### src/rtl/sec_ded_pkg.sv
// Shared definitions for the 8-bit SEC-DED code: widths, codeword position map
// and the Hamming check-bit function used by both encoder and checker.
package sec_ded_pkg;

  localparam int DATA_W  = 8;
  localparam int CHECK_W = 5;
  localparam int SYN_W   = 4;

  // Codeword position (1..12) of each data bit d0..d7; p1/p2/p4/p8 sit at 1/2/4/8.
  localparam logic [SYN_W-1:0] DATA_POS [DATA_W] = '{
    4'd3, 4'd5, 4'd6, 4'd7, 4'd9, 4'd10, 4'd11, 4'd12
  };

  typedef struct packed {
    logic [DATA_W-1:0] data;
    logic              single;
    logic              double_err;
    logic [SYN_W-1:0]  syndrome;
  } result_t;

  // Check bit pN covers every data bit whose position has bit N set.
  function automatic logic [SYN_W-1:0] calc_check(input logic [DATA_W-1:0] d);
    logic [SYN_W-1:0] c;
    c = '0;
    for (int i = 0; i < DATA_W; i++) begin
      for (int b = 0; b < SYN_W; b++) begin
        c[b] = c[b] ^ (d[i] & DATA_POS[i][b]);
      end
    end
    return c;
  endfunction

endpackage

### src/rtl/sec_ded_syndrome.sv
// Combinational syndrome and overall-parity generator for one stored word.
module sec_ded_syndrome
  import sec_ded_pkg::*;
(
  input  logic [DATA_W-1:0]  data,
  input  logic [CHECK_W-1:0] check,
  output logic [SYN_W-1:0]   syndrome,
  output logic               pe
);

  assign syndrome = calc_check(data) ^ check[SYN_W-1:0];
  assign pe       = ^{data, check};

endmodule

### config.mk
export PLATFORM = sky130hd
export DESIGN_NAME = sec_ded_syndrome
export DESIGN_NICKNAME = d
export VERILOG_FILES = /design/src/rtl/sec_ded_pkg.sv /design/src/rtl/sec_ded_syndrome.sv
export SDC_FILE = /design/constraint.sdc
export NUM_CORES = 1
export LEC_CHECK = 0
export ABC_AREA = 1
export BUFFER_PORTS_ARGS = -buffer_cell sky130_fd_sc_hd__buf_2
export CORE_AREA = 2 2 39 41
export DETAILED_ROUTE_END_ITERATION = 10
export DIE_AREA = 0 0 41 43
export SLEW_MARGIN = 10
export SYNTH_ARGS = -nofsm -noshare
export SYNTH_HDL_FRONTEND = slang
export SYNTH_SLANG_ARGS = --single-unit
### constraint.sdc
create_clock -name vclk -period 2
set_input_delay 0.4 -clock vclk [all_inputs]
set_output_delay 0.4 -clock vclk [all_outputs]
set_load 0.01 [all_outputs]
==> impl_summary.txt, run 1 <==
----------------------------------------------------
[Timing]
  Setup repair after global routing missed its margin ... false
  Post-route fraction of the period consumed by the critical path ... 0.833
  Maximum achievable frequency ... 600 MHz
  Max Transition Viols Final ... 0
  Final setup fails ... 0
  Transition time of the tightest slew-check pin ... 0.202 ns
  Max-Slew Margin vs Limit ... 0.865
  Count of final hold-check violations ... 0
  Tmin final ... 1.67 ns
  Final Hold Slack ... 1.24 ns
  Accumulated negative setup slack ... 0 ns

[Synthesis]
  Warnings, synthesis ... 0
  Top cells by area in the synthesized netlist ... sky130_fd_sc_hd__nand2_1, sky130_fd_sc_hd__inv_1, sky130_fd_sc_hd__xnor2_1
  Post-synthesis area per instance ... 4.37 um^2
  Post-synth cell types ... 6
  Cell count after synthesis ... 100
  Total nets after synthesis ... 113
  Dominant cell type by area after synthesis ... sky130_fd_sc_hd__nand2_1
  Sequential element share of the synthesized area ... 0
  Portion of synthesized cell area occupied by the leading cell type ... 0.524
  Netlist Area Pre-Place ... 437 um^2

[Layout]
  Synth-to-layout area growth ... 25.2%
  Commonest cells after routing, fill and taps aside ... sky130_fd_sc_hd__nand2_1, sky130_fd_sc_hd__buf_2, sky130_fd_sc_hd__inv_1
  Sequential cell area ... 0 um^2
  Fraction of final layout cells sized beyond drive strength 1 ... 0.153
  Most frequent standard cell in the layout excluding fill and tap cells ... sky130_fd_sc_hd__nand2_1
  Number of sequential cells ... 0
  Layout Nets ... 133
  Final antenna diode count ... 0
  Clock buffers ... 0

[Route]
  Vias per cell ... 4.32
  Antenna viol nets, final ... 0
  Number of violations reported at the end of detailed-routing iteration 0 ... 16
  Remaining DRCs ... 0
  DR vias ... 579
  Routed wire length ... 948 um
  Number of detailed-routing iterations run before antenna repair ... 4
  Detail-routed net length per standard cell ... 7.07 um

[Critical path]
  Crit path kind ... in -> out
  Startpoint kind of the worst setup timing path ... input pin
  Worst Setup End Kind ... primary output
  Required time of the worst setup path ... 1.60 ns
  Highest net fanout along the worst path ... 6
  CP arrival ... 1.27 ns

[GRT]
  Number of global-route vias before repair ... 396
  Global-route wire length before repair ... 1530 um
  Pin count of the biggest net entering global routing ... 7
  All-layer global routing usage ... 0.117
  Initial antenna violation count ... 0
  Remaining global-route overflow ... 0

[Clock tree]
  Number of cells upsized or downsized after cts ... 0
  Post-CTS Hold Buffers ... 0
  Setup repair bufs after CTS ... 0

[Power and ir drop]
  Part of the total power dissipated in sequential elements ... 0
  Switching power share of the total ... 0.586
  Power per unit of standard cell area ... 288 nW/um^2
  Power, Total ... 0.000158 W
  Net switching power figure ... 0.0000924 W
  Comb power frac ... 1.000
  P_int ... 0.0000652 W
  Worst IR drop on VDD ... 0.110 mV
  Leakage Power ... 0.404 nW
  Clock group share of total power ... 0

[Floorplanning]
  Width of the die ... 41 um
  Area of the die ... 1760 um^2
  Vertical die dimension ... 43 um
  Core footprint ... 1380 um^2
  I/O pin count ... 18
  Number of placement rows ... 14
  Starting utilization of the core area ... 0.316

[Place]
  Placer's final routability congestion estimate ... 0.734
  I/O Buffers ... 18
  HPWL reported at the end of detailed placement ... 847 um

[Outcome]
  Run status ... complete, no violations

[Worst hold path]
  Type of the most critical hold path ... in -> out

[Run]
  # Max-Cap Violations ... 0

----------------------------------------------------
-- critical path, cell delays in order --
cell and delay, ns:
sky130_fd_sc_hd__buf_2 0.14, sky130_fd_sc_hd__xnor2_1 0.21, sky130_fd_sc_hd__xor2_1 0.23, sky130_fd_sc_hd__nand2_1 0.07, sky130_fd_sc_hd__inv_1 0.05, sky130_fd_sc_hd__nor2_1 0.03
sky130_fd_sc_hd__buf_2 0.13
-- cells in the mapped netlist (all sizes together) --
library cell  count
nand2            61
inv              17
nor2              6
xnor2             6
nand3             5
xor2              5
-- logic make-up (layout without fill, tap and decap cells) --
family / Yosys count / count (layout) / share of synthesized area
buf+inv: 17 / 35 / 0.146
xor+xnor: 11 / 11 / 0.221
simple gates: 72 / 72 / 0.633
-- worst paths after layout --
kind	startpoint	cells past startpoint	to	slack, ns
worst min-delay path	data[4]	4	syndrome[3]	1.24
worst max-delay path	data[0]	7	syndrome[0]	0.33
-- layer usage --
layer,share of wire,global-route usage
met1,0.50,0.184
met2,0.44,0.184
met3,0.059,0
met4,0,0
met5,0,0
-- area by class of cell --
class,instances,area [um^2]
multi-input cells,83,373
well taps,16,20.0
fillers,159,837
inverters,17,63.8
repair buffers,18,90.1
-- per-stage QoR --
| step | utilization | std cells | instance area, um^2 | setup slack (ns) |
|---|---|---|---|---|
| 2_1_floorplan | - | 100 | 437 | 0.628 |
| 3_3_place_gp | 0.395 | 134 | 547 | 0.348 |
| 3_5_place_dp | 0.395 | 134 | 547 | 0.321 |
| 4_1_cts | 0.395 | 134 | 547 | 0.321 |
| 5_1_grt | 0.395 | 134 | 547 | 0.199 |
| 6_report | 0.395 | 134 | 547 | 0.333 |
-- power groups by stage --
stage / logic (W) / clock network, W / registers [W]
floorplan: 0.000104 / 0 / 0
global placement: 0.000158 / 0 / 0
detailed placement: 0.000159 / 0 / 0
CTS: 0.000160 / 0 / 0
global route: 0.000183 / 0 / 0
finish: 0.000158 / 0 / 0
Note: power is estimated with default switching activity, not from simulation.
==> run 2, diff against run 1 <==
==> constraint.sdc (replaced) <==
create_clock -name vclk -period 1.6
set_input_delay 0.32 -clock vclk [all_inputs]
set_output_delay 0.32 -clock vclk [all_outputs]
set_load 0.01 [all_outputs]
==> run 2 against run 1 <==
Net effect: global-route usage is the same; cell count is the same; routed wire length grew 0.53%; largest power group unchanged.
==> impl_summary.txt, run 2 (same netlist as run 1, synthesis figures left out) <==
----------------------------------------------------
[Outcome]
  Run status ... complete, no violations

[Route]
  M1 WL ... 478 um
  Detailed-routed wire length on met3 ... 51 um
  Routed wire length ... 953 um
  Highest layer used for signal routing ... met3
  Number of detailed-routing iterations run before antenna repair ... 4
  Antenna viol nets, final ... 0
  Met2 wire length ... 422 um
  Vias per cell ... 4.33
  Remaining DRCs ... 0
  Detail-routed net length per standard cell ... 7.11 um
  Number of violations reported at the end of detailed-routing iteration 0 ... 12
  DR vias ... 580

[Timing]
  Count of final hold-check violations ... 0
  Max-Slew Margin vs Limit ... 0.862
  Final worst-path setup slack ... 0.0941 ns
  Final setup fails ... 0
  Max Transition Viols Final ... 0
  Transition time of the tightest slew-check pin ... 0.206 ns
  Post-route fraction of the period consumed by the critical path ... 0.941
  Tmin final ... 1.51 ns
  Accumulated negative setup slack ... 0 ns
  Setup repair after global routing missed its margin ... false
  Maximum achievable frequency ... 664 MHz

[Floorplanning]
  Number of placement rows ... 14
  Core footprint ... 1380 um^2
  Width of the die ... 41 um
  Starting utilization of the core area ... 0.316
  Vertical die dimension ... 43 um
  I/O pin count ... 18
  Area of the die ... 1760 um^2

[Layout]
  Clock buffers ... 0
  Cell Count, Final, Fillers Out ... 134
  Layout Nets ... 133
  Commonest cells after routing, fill and taps aside ... sky130_fd_sc_hd__nand2_1, sky130_fd_sc_hd__buf_2, sky130_fd_sc_hd__inv_1
  Sequential cell area ... 0 um^2
  Synth-to-layout area growth ... 26.4%
  Fraction of final layout cells sized beyond drive strength 1 ... 0.178
  Final antenna diode count ... 0
  Number of sequential cells ... 0
  Most frequent standard cell in the layout excluding fill and tap cells ... sky130_fd_sc_hd__nand2_1

[Clock tree]
  Post-CTS Hold Buffers ... 0

[Critical path]
  Required time of the worst setup path ... 1.28 ns
  Crit-path max cell delay ... 0.23 ns
  CP arrival ... 1.19 ns
  Slowest CP cell ... sky130_fd_sc_hd__xor2_1
  Worst Setup End Kind ... primary output
  Cell seen most often among critical-path stages ... sky130_fd_sc_hd__buf_2
  Crit path kind ... in -> out
  Highest net fanout along the worst path ... 6
  Startpoint kind of the worst setup timing path ... input pin
  Worst-path cell chain ... buf_2 > xnor2_1 > xor2_1 > nand2_1 > inv_1 > nor2_1 > buf_2

[GRT]
  Number of global-route vias before repair ... 396
  Remaining global-route overflow ... 0
  Initial antenna violation count ... 0
  Global-route wire length before repair ... 1530 um
  All-layer global routing usage ... 0.117
  Pin count of the biggest net entering global routing ... 7

[Power and ir drop]
  Power, Total ... 0.000199 W
  Leakage Power ... 0.403 nW
  Worst IR drop on VDD ... 0.138 mV
  Power per unit of standard cell area ... 361 nW/um^2

[Place]
  # placed instances ... 134
  HPWL reported at the end of detailed placement ... 847 um
  Placer's final routability congestion estimate ... 0.734
  Pre-CTS setup slack ... 0.0807 ns
  I/O Buffers ... 18

[Run]
  # Max-Cap Violations ... 0

[Worst hold path]
  Type of the most critical hold path ... in -> out

----------------------------------------------------
run 2: cell counts in the layout (fill, tap and decap cells not counted):
Identical to the previous run, type by type.
run 2: power breakdown:
part / leakage (nW) / switching, W / internal (W)
registers: 0 / 0 / 0
clock network: 0 / 0 / 0
logic: 0.403 / 0.000117 / 0.0000823
run 2: per-stage QoR:
step	utilization	instance area (um^2)	hold slack, ns
floorplan	-	437	0.846
global placement	0.395	547	1.09
detailed placement	0.395	547	1.09
CTS	0.395	547	1.09
global route	0.399	552	1.12
finish	0.399	552	1.08
run 2: layout make-up:
type                            count  area (um^2)
Multi-Input combinational cell     83          378
Fill cell                         160          832
Tap cell                           16         20.0
Timing Repair Buffer               18         90.1
Inverter                           17         63.8
run 2: timing repair:
action | in CTS | in global routing
resized for setup | 0 | 3
setup buffers | 0 | 0
endpoints found under the setup margin | 0 | 2
run 2: metal layers:
layer | vias to the layer above | track usage
li1 | 329 | -
met1 | 234 | 0.184
met2 | 17 | 0.184
met3 | 0 | 0
met4 | 0 | 0
met5 | - | 0
run 2: worst paths after layout:
check             startpoint          end  cells after the start  slack, ns
setup / recovery     data[0]  syndrome[0]                      7       0.09
hold / removal       data[4]  syndrome[3]                      4       1.08
run 2: worst max-delay path: cells and delay by family:
family,cells,cell delay (ns)
xor+xnor,2,0.44
buf+inv,3,0.32
simple gates,2,0.10
